`src/rtl/systolic_pkg.sv`:
```
// Shared types and timing helpers for the systolic array operand feeder.
package systolic_pkg;

    typedef enum logic [1:0] {
        S_IDLE,
        S_FEED,
        S_DRAIN,
        S_DONE
    } state_e;

    // Cycles from accept to the DONE cycle
    function automatic int done_lat(input int n, input int lat);
        return 3 * n - 2 + lat;
    endfunction

endpackage

```
`src/rtl/skew_line.sv`:
```
// Enabled delay line with synchronous clear; DEPTH=0 collapses to a wire.
module skew_line #(
    parameter int WIDTH = 16,
    parameter int DEPTH = 1
) (
    input  logic             i_clk,
    input  logic             i_rst,
    input  logic             i_en,
    input  logic [WIDTH-1:0] i_d,
    output logic [WIDTH-1:0] o_q
);

    if (DEPTH == 0) begin : g_wire
        logic unused_ctrl;
        assign unused_ctrl = ^{i_clk, i_rst, i_en};
        assign o_q = i_d;
    end else begin : g_pipe
        logic [WIDTH-1:0] pipe_q [DEPTH];

        always_ff @(posedge i_clk) begin
            if (i_rst) begin
                for (int s = 0; s < DEPTH; s++) pipe_q[s] <= '0;
            end else if (i_en) begin
                pipe_q[0] <= i_d;
                for (int s = 1; s < DEPTH; s++) pipe_q[s] <= pipe_q[s-1];
            end
        end

        assign o_q = pipe_q[DEPTH-1];
    end

endmodule

```
`src/rtl/systolic_feeder.sv`:
```
// Captures two NxN matrices and streams them as skewed row/column lanes
// into an output-stationary systolic array, flagging completion.
module systolic_feeder
    import systolic_pkg::*;
#(
    parameter int W   = 16,
    parameter int N   = 3,
    parameter int LAT = 1
) (
    input  logic           i_clk,
    input  logic           i_rst,
    input  logic           i_en,
    input  logic           i_start,
    input  logic           i_mode,
    input  logic [W*N*N-1:0] i_A,
    input  logic [W*N*N-1:0] i_B,
    output logic [W*N-1:0] o_A,
    output logic [W*N-1:0] o_B,
    output logic           o_mode,
    output logic           o_ready,
    output logic           o_busy,
    output logic           o_done
);

    localparam int CW = $clog2(3 * N + LAT + 1);
    localparam int DLAT = done_lat(N, LAT);
    localparam logic [CW-1:0] FEED_LAST  = CW'(N - 1);
    localparam logic [CW-1:0] DRAIN_LAST = CW'(DLAT - 2);

    state_e           state_q;
    logic [CW-1:0]    cnt_q;
    logic [W*N*N-1:0] a_q;
    logic [W*N*N-1:0] b_q;
    logic             mode_q;
    logic [W*N-1:0]   raw_a_d;
    logic [W*N-1:0]   raw_b_d;

    // Counter value in cycle t0+m is m-1, so it doubles as the FEED step k
    always_ff @(posedge i_clk) begin
        if (i_rst) begin
            state_q <= S_IDLE;
            cnt_q   <= '0;
            mode_q  <= 1'b0;
        end else if (i_en) begin
            unique case (state_q)
                S_IDLE: begin
                    if (i_start) begin
                        state_q <= S_FEED;
                        cnt_q   <= '0;
                        a_q     <= i_A;
                        b_q     <= i_B;
                        mode_q  <= i_mode;
                    end
                end
                S_FEED: begin
                    cnt_q <= cnt_q + CW'(1);
                    if (cnt_q == FEED_LAST) state_q <= S_DRAIN;
                end
                S_DRAIN: begin
                    cnt_q <= cnt_q + CW'(1);
                    if (cnt_q == DRAIN_LAST) state_q <= S_DONE;
                end
                S_DONE: begin
                    state_q <= S_IDLE;
                    cnt_q   <= '0;
                end
            endcase
        end
    end

    always_comb begin
        raw_a_d = '0;
        raw_b_d = '0;
        if (state_q == S_FEED) begin
            for (int i = 0; i < N; i++) begin
                raw_a_d[i*W +: W] = a_q[(i*N + int'(cnt_q))*W +: W];
                raw_b_d[i*W +: W] = b_q[(int'(cnt_q)*N + i)*W +: W];
            end
        end
    end

    for (genvar i = 0; i < N; i++) begin : g_lane
        skew_line #(.WIDTH(W), .DEPTH(i)) u_skew_a (
            .i_clk (i_clk),
            .i_rst (i_rst),
            .i_en  (i_en),
            .i_d   (raw_a_d[i*W +: W]),
            .o_q   (o_A[i*W +: W])
        );
        skew_line #(.WIDTH(W), .DEPTH(i)) u_skew_b (
            .i_clk (i_clk),
            .i_rst (i_rst),
            .i_en  (i_en),
            .i_d   (raw_b_d[i*W +: W]),
            .o_q   (o_B[i*W +: W])
        );
    end

    assign o_mode  = mode_q;
    assign o_ready = (state_q == S_IDLE);
    assign o_busy  = (state_q != S_IDLE);
    assign o_done  = (state_q == S_DONE);

endmodule

```
`config.mk`:
```
export PLATFORM = sky130hd
export DESIGN_NAME = systolic_feeder
export DESIGN_NICKNAME = d
export VERILOG_FILES = /design/src/rtl/systolic_pkg.sv /design/src/rtl/skew_line.sv /design/src/rtl/systolic_feeder.sv
export SDC_FILE = /design/constraint.sdc
export NUM_CORES = 1
export LEC_CHECK = 0
export CAP_MARGIN = 10
export CORE_ASPECT_RATIO = 0.75
export CORE_MARGIN = 10
export CORE_UTILIZATION = 46
export CTS_CLUSTER_SIZE = 10
export DETAILED_ROUTE_END_ITERATION = 10
export PLACE_DENSITY = 0.86
export SLEW_MARGIN = 20
export SYNTH_ARGS = -nofsm -noshare
export SYNTH_HDL_FRONTEND = slang
export SYNTH_SLANG_ARGS = --single-unit
export TNS_END_PERCENT = 20
```
`constraint.sdc`:
```
create_clock -name i_clk -period 9.95 [get_ports i_clk]
set_clock_uncertainty 0.2 [all_clocks]
set_input_delay 1.99 -clock i_clk [delete_from_list [all_inputs] [get_ports i_clk]]
set_output_delay 1.99 -clock i_clk [all_outputs]
set_load 0.02 [all_outputs]
```
==> results of run 1 <==
==> power by group <==
group | leakage, nW | switching [mW] | total [mW] | internal [mW]
clock | 0.602 | 0.613 | 1.46 | 0.844
combinational | 3.18 | 0.218 | 0.430 | 0.212
sequential | 3.76 | 0.0310 | 1.92 | 1.89
==> cell usage in the layout (no fill, tap or decap), types with 14 or more instances in the layout <==
| cell type | instances |
|---|---|
| sky130_fd_sc_hd__mux4_2 | 48 |
| sky130_fd_sc_hd__buf_4 | 14 |
| sky130_fd_sc_hd__a32oi_1 | 32 |
| sky130_fd_sc_hd__edfxtp_1 | 384 |
| sky130_fd_sc_hd__a21oi_1 | 55 |
| sky130_fd_sc_hd__nand2_1 | 135 |
| sky130_fd_sc_hd__nand3_1 | 19 |
| sky130_fd_sc_hd__and2_1 | 40 |
| sky130_fd_sc_hd__o21ai_0 | 33 |
| sky130_fd_sc_hd__mux2i_1 | 98 |
| sky130_fd_sc_hd__clkbuf_16 | 47 |
| sky130_fd_sc_hd__nor2_1 | 118 |
| sky130_fd_sc_hd__clkdlybuf4s50_1 | 392 |
| sky130_fd_sc_hd__a31oi_1 | 16 |
==> sequential cells by signal (all words and copies together), names as in the netlist <==
register / flops
g_lane.u_skew_b.g_pipe.pipe_q: 48
b_q: 144
o_mode: 1
state_q: 2
g_lane.u_skew_a.g_pipe.pipe_q: 48
cnt_q: 4
a_q: 144
==> cell families after synthesis <==
family | Yosys count | synth area share
and+or+nand+nor | 330 | 0.08376
buffers and inverters | 110 | 0.03540
AOI/OAI and AO/OA | 144 | 0.05206
adders and majority gates | 14 | 0.01081
muxes | 147 | 0.1229
xor gates and xnor gates | 6 | 0.004221
DFF | 391 | 0.6908
==> final timing paths <==
path	end	cells after the start
worst max-delay path	o_A[14]	6
worst min-delay path	g_lane[2].u_skew_a.g_pipe.pipe_q[0][30]	1
worst max register to register	g_lane[1].u_skew_b.g_pipe.pipe_q[0][12]	9
worst min register to register	g_lane[2].u_skew_a.g_pipe.pipe_q[0][30]	1
==> area by class of cell <==
cell class                 instances  area [sq um]
antenna                            8         20.02
timing repair buffer             407          4049
fill                            2637         13760
tap                              465         581.8
sequential                       391         11680
inverter                           8         30.03
clock buffer                      58          1217
multi-input combinational        641          4673
clock inverter                     3         21.27
==> worst max-delay path: stages (launching register included) <==
cell and delay, ns:
sky130_fd_sc_hd__dfxtp_1 0.65, sky130_fd_sc_hd__inv_1 0.27, sky130_fd_sc_hd__nor4_2 0.79, sky130_fd_sc_hd__and2_1 0.59
sky130_fd_sc_hd__nand2_1 0.10, sky130_fd_sc_hd__o21ai_0 0.16, sky130_fd_sc_hd__clkdlybuf4s50_1 0.68
==> routing by layer <==
metal  routed length [um]  up-vias  share of wire
met4                 1887        2          0.037
met2                24600      655           0.48
met5                   11        -        0.00021
li1                     -     4969              -
met3                 4514      129          0.088
met1                20310     5618           0.40
==> impl_summary.md, run 1 <==
Global route
The first-pass GRT wire length is roughly 74 mm. In the global route stage, overall resource usage came out at 0.2218. The global routing usage on met3 is 0.05468. In this run the most used layer during global routing was met2.

The met2 routing resource usage after global routing is 0.3474. Entering global routing, the biggest net connects 147 pins. Summed over all layers, the global routing overflow is 0. The via count of the first global-routing pass is around 12000. The number of antenna violations at the first check in global routing is 9. In the global route stage, met1 resource usage came out at 0.2878.

Routing
The first detailed-routing pass took 5 iterations. The final wirelength is 51.33 mm. The total vias in the final route is approximately 11000. For this run, design rule violations remaining after detail routing come to 0. Dividing the detail-routed wire length by the instance count gives roughly 26 um. In this run the remaining antenna-violating nets after routing total 0.

The count of routing violations after the opening detailed-route iteration is roughly 1400. The post-detailed-route via-to-cell ratio is approximately 5.7.

STA
The minimum clock period is 5.999 ns. Setup repair after global routing left no endpoint under its margin. The fraction of the cycle the final worst path needs is 0.6029. Across all hold checks on the routed design, the worst slack comes to just over 0.3 ns.

The transition time at the pin with the least slew margin is 1.137 ns. The final critical-path setup slack is between 3 and 4 ns. The worst pin sits at a relative slew slack of 0.2421.

The final hold violation count is 0. For the final routed database, the setup TNS stands at 0 ns. The max-slew violation total from the final report came to 0. The count of final setup violators is 0. Timing would allow up to 166.7 MHz.

Power
Summing internal, switching and leakage power gives approximately 3.8 mW. The worst ir drop on vdd is about 0.00014 V. For this design the static power due to leakage is 7.547 nW. Power spread over the standard cell area amounts to 171.0 nW/um^2.

Placement
The number of port buffers is 392. Summed over all nets, the half-perimeter wirelength after detailed placement is 36.00 mm. The total placed cells including tap cells is ~1900. In this run the cell area measured after placement is 21010 sq um. The worst setup slack after placement is about 4.1 ns.

The final RePlAce weighted congestion is around 0.9.

Setup path
Tracing the worst setup path back leads to its startpoint at cnt_q[3]. For the worst setup path, the data arrival time is about 3.8 ns. The worst setup path is of the reg -> out kind. Across all register-to-register paths, the minimum setup slack is 5.48 ns. STA classifies the critical path endpoint as an output pin. STA classifies the critical path startpoint as a flop.

The maximum fanout along the worst path is 12. For the worst setup path, the data required time is 7.76 ns. The startpoint of the most critical register-to-register path is cnt_q[0].

Clocking
TritonCTS built the clock tree. The later pin in the worst-skew pair is clocked with a latency of 0.55 ns. The hold buffer count at cts is 0. For this design, the sink count on the clock tree is ~400. In this run the clock root is driven by a sky130_fd_sc_hd__clkbuf_16.

The number of clock buffers inserted by TritonCTS is 45. The number of setup buffers added after CTS is 0. After clock tree synthesis, the clock-pin slew on the worst setup and hold paths is around 0.060 ns.

The depth of the CTS H-tree is 2. The buffer levels on the longest clock path is 3. Post-CTS repair changed the size of 0 cells.

Synth
The top-area cell type share of the netlist area is 0.6825. Of the synthesized area, sequential elements account for 0.6908. During synthesis, Yosys emitted a total of 0 warnings. The cell count after synthesis came out at roughly 1100. The number of synthesized flops with an enable pin is 384. The synthesized netlist net count is around 1400.

The commonest register cell after synthesis is sky130_fd_sc_hd__edfxtp_1. The average size of a mapped cell is 14.79 sq um. The most common cell in the synthesized netlist is sky130_fd_sc_hd__edfxtp_1. The commonest cells after synthesis are sky130_fd_sc_hd__edfxtp_1 (384), sky130_fd_sc_hd__nand2_1 (135), sky130_fd_sc_hd__nor2_1 (120), sky130_fd_sc_hd__mux2i_1 (98), sky130_fd_sc_hd__a21oi_1 (55). The fraction of registers with async set or reset after synthesis is 0. The top cell type by total area after synthesis is sky130_fd_sc_hd__edfxtp_1. In this run the cell area of the synthesized design comes to between 15000 and 20000 sq um. The post-synthesis register bit count is 391.

By area the synthesized netlist is led by sky130_fd_sc_hd__edfxtp_1 (68%), sky130_fd_sc_hd__mux4_2 (6.4%), sky130_fd_sc_hd__mux2i_1 (5.8%), sky130_fd_sc_hd__nand2_1 (3.0%), sky130_fd_sc_hd__nor2_1 (2.7%). The number of distinct library cell variants in the gate-level netlist after synthesis is 42.

Floorplan
The initial utilization of the core area, before any placement, comes to 0.4689. The die is ~240 um wide. From bottom edge to top edge, the die measures 186.0 um. The number of placement rows is 60. The number of top-level design ports is around 390. The total area inside the core boundary comes to 36030 sq um. The overall die area is 44870 sq um.

Hold path
The min-delay analysis places its worst path in the category reg -> reg. The launch point of the worst hold path is g_lane[2].u_skew_a.g_pipe.pipe_q[0][14].

Cells and area
The layout-stage area growth over the synthesis result is 31.82%. The final non-filler cell total is 1981. The share of post-route cells with drive strength above 1 is 0.08355. The net count of the finished layout is 1801. The final cell utilization of the core is 0.6181. The total non-filler cell area in the finished layout is around 22000 sq um.

Job
The number of maximum-capacitance constraint violations is 0.

Status
The run finished with clean final reports.
Power figures use the tool's default switching activity.
==> run 2, diff against run 1 <==
--- a/config.mk
+++ b/config.mk
@@ -8,10 +8,10 @@
 export CAP_MARGIN = 10
 export CORE_ASPECT_RATIO = 0.75
 export CORE_MARGIN = 10
-export CORE_UTILIZATION = 46
+export CORE_UTILIZATION = 50
 export CTS_CLUSTER_SIZE = 10
 export DETAILED_ROUTE_END_ITERATION = 10
-export PLACE_DENSITY = 0.86
+export PLACE_DENSITY = 0.89
 export SLEW_MARGIN = 20
 export SYNTH_ARGS = -nofsm -noshare
 export SYNTH_HDL_FRONTEND = slang
==> constraint.sdc (replaced) <==
create_clock -name i_clk -period 5.83 [get_ports i_clk]
set_clock_uncertainty 0.2 [all_clocks]
set_input_delay 1.166 -clock i_clk [delete_from_list [all_inputs] [get_ports i_clk]]
set_output_delay 1.166 -clock i_clk [all_outputs]
set_load 0.02 [all_outputs]
==> impl_summary.md, run 2 (same netlist as run 1, synthesis figures left out) <==
STA
The final-layout worst hold slack came to 0.3049 ns (was 0.3113 ns). For this run, the top clock speed supported by timing is roughly 200 MHz. The final hold violation count came to 0 (unchanged). The smallest clock period supported by the final layout is computed as roughly 4.9 ns. Setup repair after global routing missed its margin: no (unchanged). The count of final setup violators is 0 (unchanged).

The max-slew violation total from the final report came to 0 (unchanged). Dividing the final minimum period by the clock period gives 0.8348. The final total negative setup slack is 0 ns (unchanged). The relative max-transition margin came to 0.3637 (was 0.2421). The final critical-path setup slack came to 0.9634 ns (was 3.951 ns).

The transition time at the pin with the least slew margin is 0.9495 ns (was 1.137 ns).

Routing
The average detailed-routed wire length per instance was 26.29 um (was 25.91 um). The number of nets still failing antenna checks after routing is 0 (unchanged). The final wirelength is 52.22 mm (was 51.33 mm). The detailed-router iteration count before antenna repair is 8 (was 5). The number of remaining DRC errors is 0 (unchanged). The count of routing violations after the opening detailed-route iteration came to 1317 (was 1392). The total vias in the final route is 11540 (was 11373).

The post-detailed-route via-to-cell ratio is 5.811 (was 5.741).

Clocking
The CTS tree is built (unchanged). The number of gates given a new drive strength after cts is 0 (unchanged). The hold buffer count at cts is 0 (unchanged). The number of setup buffers added after CTS was 0 (unchanged).

The buffer levels on the longest clock path came to 3 (unchanged). The TritonCTS sink count came to 391 (unchanged). The clock-pin slew of the registers on the worst-case setup and hold paths is 0.05 ns (was 0.06 ns). The depth of the CTS H-tree was 2 (unchanged). The clock latency at the later pin of the worst-skew pair is 0.56 ns (was 0.55 ns). The clock root buffer is sky130_fd_sc_hd__clkbuf_16 (unchanged). The number of clock buffers inserted by TritonCTS is 45 (unchanged).

Hold path
The worst min-delay path class is reg -> reg (unchanged). The worst hold path cell count came to 2 (was 1). The launch point of the worst hold path is state_q[0] (was g_lane[2].u_skew_a.g_pipe.pipe_q[0][14]). The end point of the worst hold path was state_q[0] (was g_lane[2].u_skew_a.g_pipe.pipe_q[0][30]).

Setup path
The highest-delay cell along the critical path is sky130_fd_sc_hd__dfxtp_1 (was sky130_fd_sc_hd__nor4_2). The number of cells on the worst reg-to-reg path is 8 (was 9). The maximum fanout along the worst path is 12 (unchanged). The endpoint of the lowest-slack register-to-register path is g_lane[1].u_skew_b.g_pipe.pipe_q[0][14] (was g_lane[1].u_skew_b.g_pipe.pipe_q[0][12]). The largest stage delay on the critical path is 0.69 ns (was 0.79 ns).

The startpoint-to-endpoint class of the critical path is reg -> out (unchanged). The launching element type of the critical path is a flop (unchanged). The critical path capture point type is an output pin (unchanged). The internal reg-to-reg setup slack came to 1.50 ns (was 5.48 ns). Cell Chain, Critical Path: inv_1 -> nor4_2 -> buf_4 -> and2_1 -> nand2_1 -> o21ai_0 -> clkdlybuf4s50_1 (was inv_1 -> nor4_2 -> and2_1 -> nand2_1 -> o21ai_0 -> clkdlybuf4s50_1). The data arrival at the endpoint of the critical path is 3.50 ns (was 3.81 ns).

The worst endpoint required time is 4.46 ns (was 7.76 ns). The startpoint of the most critical register-to-register path was cnt_q[1] (was cnt_q[0]).

Global route
The overall overflow remaining after global route came to 0 (unchanged). The first-pass GRT wire length is 76.16 mm (was 73.53 mm). The global routing usage summed across all routing layers is 0.2445 (was 0.2218).

The largest net degree at the start of global routing is 65 (was 147). The number of antenna violations at the first check in global routing is 9 (unchanged). The via count of the first global-routing pass is 11940 (was 11680).

Cells and area
The layout-stage area growth over the synthesis result is 32.78% (was 31.82%). Largest registers ranked by flip-flop count: a_q x144, b_q x144 (unchanged). The commonest non-fill, non-tap cell in the layout is sky130_fd_sc_hd__clkdlybuf4s50_1 (unchanged).

The final non-filler cell total is 1986 (was 1981). The share of post-route cells with drive strength above 1 came to 0.08924 (was 0.08355). Top library cells by usage in the layout, fill and taps aside: sky130_fd_sc_hd__clkdlybuf4s50_1 (392), sky130_fd_sc_hd__edfxtp_1 (384), sky130_fd_sc_hd__nand2_1 (135) (unchanged).

The number of filler cells placed in the layout is 2222 (was 2637). The final cell utilization of the core is 0.6705 (was 0.6181). The number of nets in the finished design came to 1811 (was 1801).

Status
Status: finished, final reports clean (unchanged).

Placement
The final RePlAce weighted congestion is 0.9434 (was 0.9020). The number of port buffers came to 392 (unchanged). The worst setup slack after placement is 1.422 ns (was 4.135 ns). The estimated wirelength of the detail-placed design came to 36.72 mm (was 36.00 mm). The total placed cells including tap cells was 1907 (was 1912).

Floorplan
The width of the die was 232.3 um (was 241.3 um). The overall die area is 41620 sq um (was 44870 sq um). The vertical extent of the die was 179.2 um (was 186.0 um).

The core box area was 33450 sq um (was 36030 sq um). The initial core utilization came to 0.5050 (was 0.4689). The number of top-level design ports is 393 (unchanged). The number of placement rows is 58 (was 60).

Job
The number of maximum-capacitance constraint violations is 0 (unchanged).

Power
The worst ir drop on vdd is 0.0002485 V (was 0.0001440 V). The leakage power of the design is 7.627 nW (was 7.547 nW). The power density relative to cell area came to 292.2 nW/um^2 (was 171.0 nW/um^2).
-- run 2: cell count changes in the layout (fill, tap and decap cells not counted), moves of 4 or more --
cell                       change
sky130_fd_sc_hd__buf_12        +6
sky130_fd_sc_hd__diode_2       +4
sky130_fd_sc_hd__clkbuf_1      +6
sky130_fd_sc_hd__buf_4         +4
-- run 2: how the worst max path moves through the flow --
| stage | startpoint | cells past startpoint | endpoint | slack, ns |
|---|---|---|---|---|
| 4_1_cts | state_q[1] | 5 | o_B[1] | 0.83 |
| 3_5_place_dp | state_q[1] | 5 | o_B[1] | 1.42 |
| 2_1_floorplan | i_rst | 4 | a_q[0] | 0.1 |
| 5_1_grt | cnt_q[3] | 7 | o_A[14] | 0.83 |
| 6_report | cnt_q[3] | 7 | o_A[15] | 0.96 |
| 3_3_place_gp | state_q[1] | 5 | o_B[1] | 1.51 |
-- run 2: metrics by stage --
| stage | instance area, sq um | total power [mW] |
|---|---|---|
| floorplan | 16900 | 3.665 |
| global placement | 21140 | 4.050 |
| global route | 22420 | 6.744 |
| CTS | 22400 | 6.586 |
| finish | 22430 | 6.556 |
| detailed placement | 21140 | 4.073 |
-- run 2: report_power, final --
group | internal [mW] | switching [mW] | total [mW]
clock network | 1.46 | 1.07 | 2.53
registers | 3.22 | 0.0595 | 3.28
logic | 0.371 | 0.370 | 0.741
-- run 2: metal layers --
layer  up-vias  share of wire  GRT usage
met5         -        0.00086          0
met2       735           0.48     0.3932
li1       4991              -          -
met1      5674           0.37     0.3095
met4         6          0.037     0.1070
met3       134           0.11    0.06404
-- run 2: area by class of cell --
type	count	area (sq um)	share of cell area
Antenna cell	12	30.03	0.001339
Clock buffer	64	1240	0.05527
Clock inverter	3	21.27	0.0009482
Inverter	8	30.03	0.001339
Multi-Input combinational cell	641	4671	0.2082
Sequential cell	391	11680	0.5206
Tap cell	450	563.0	0.02510
Timing Repair Buffer	417	4199	0.1872
-- run 2: worst max-delay path: cells and delay by family, from the launching register on --
family / cells / cell delay (ns)
buf+inv: 3 / 1.21
simple gates: 3 / 0.88
compound gates: 1 / 0.15
flops: 1 / 0.69
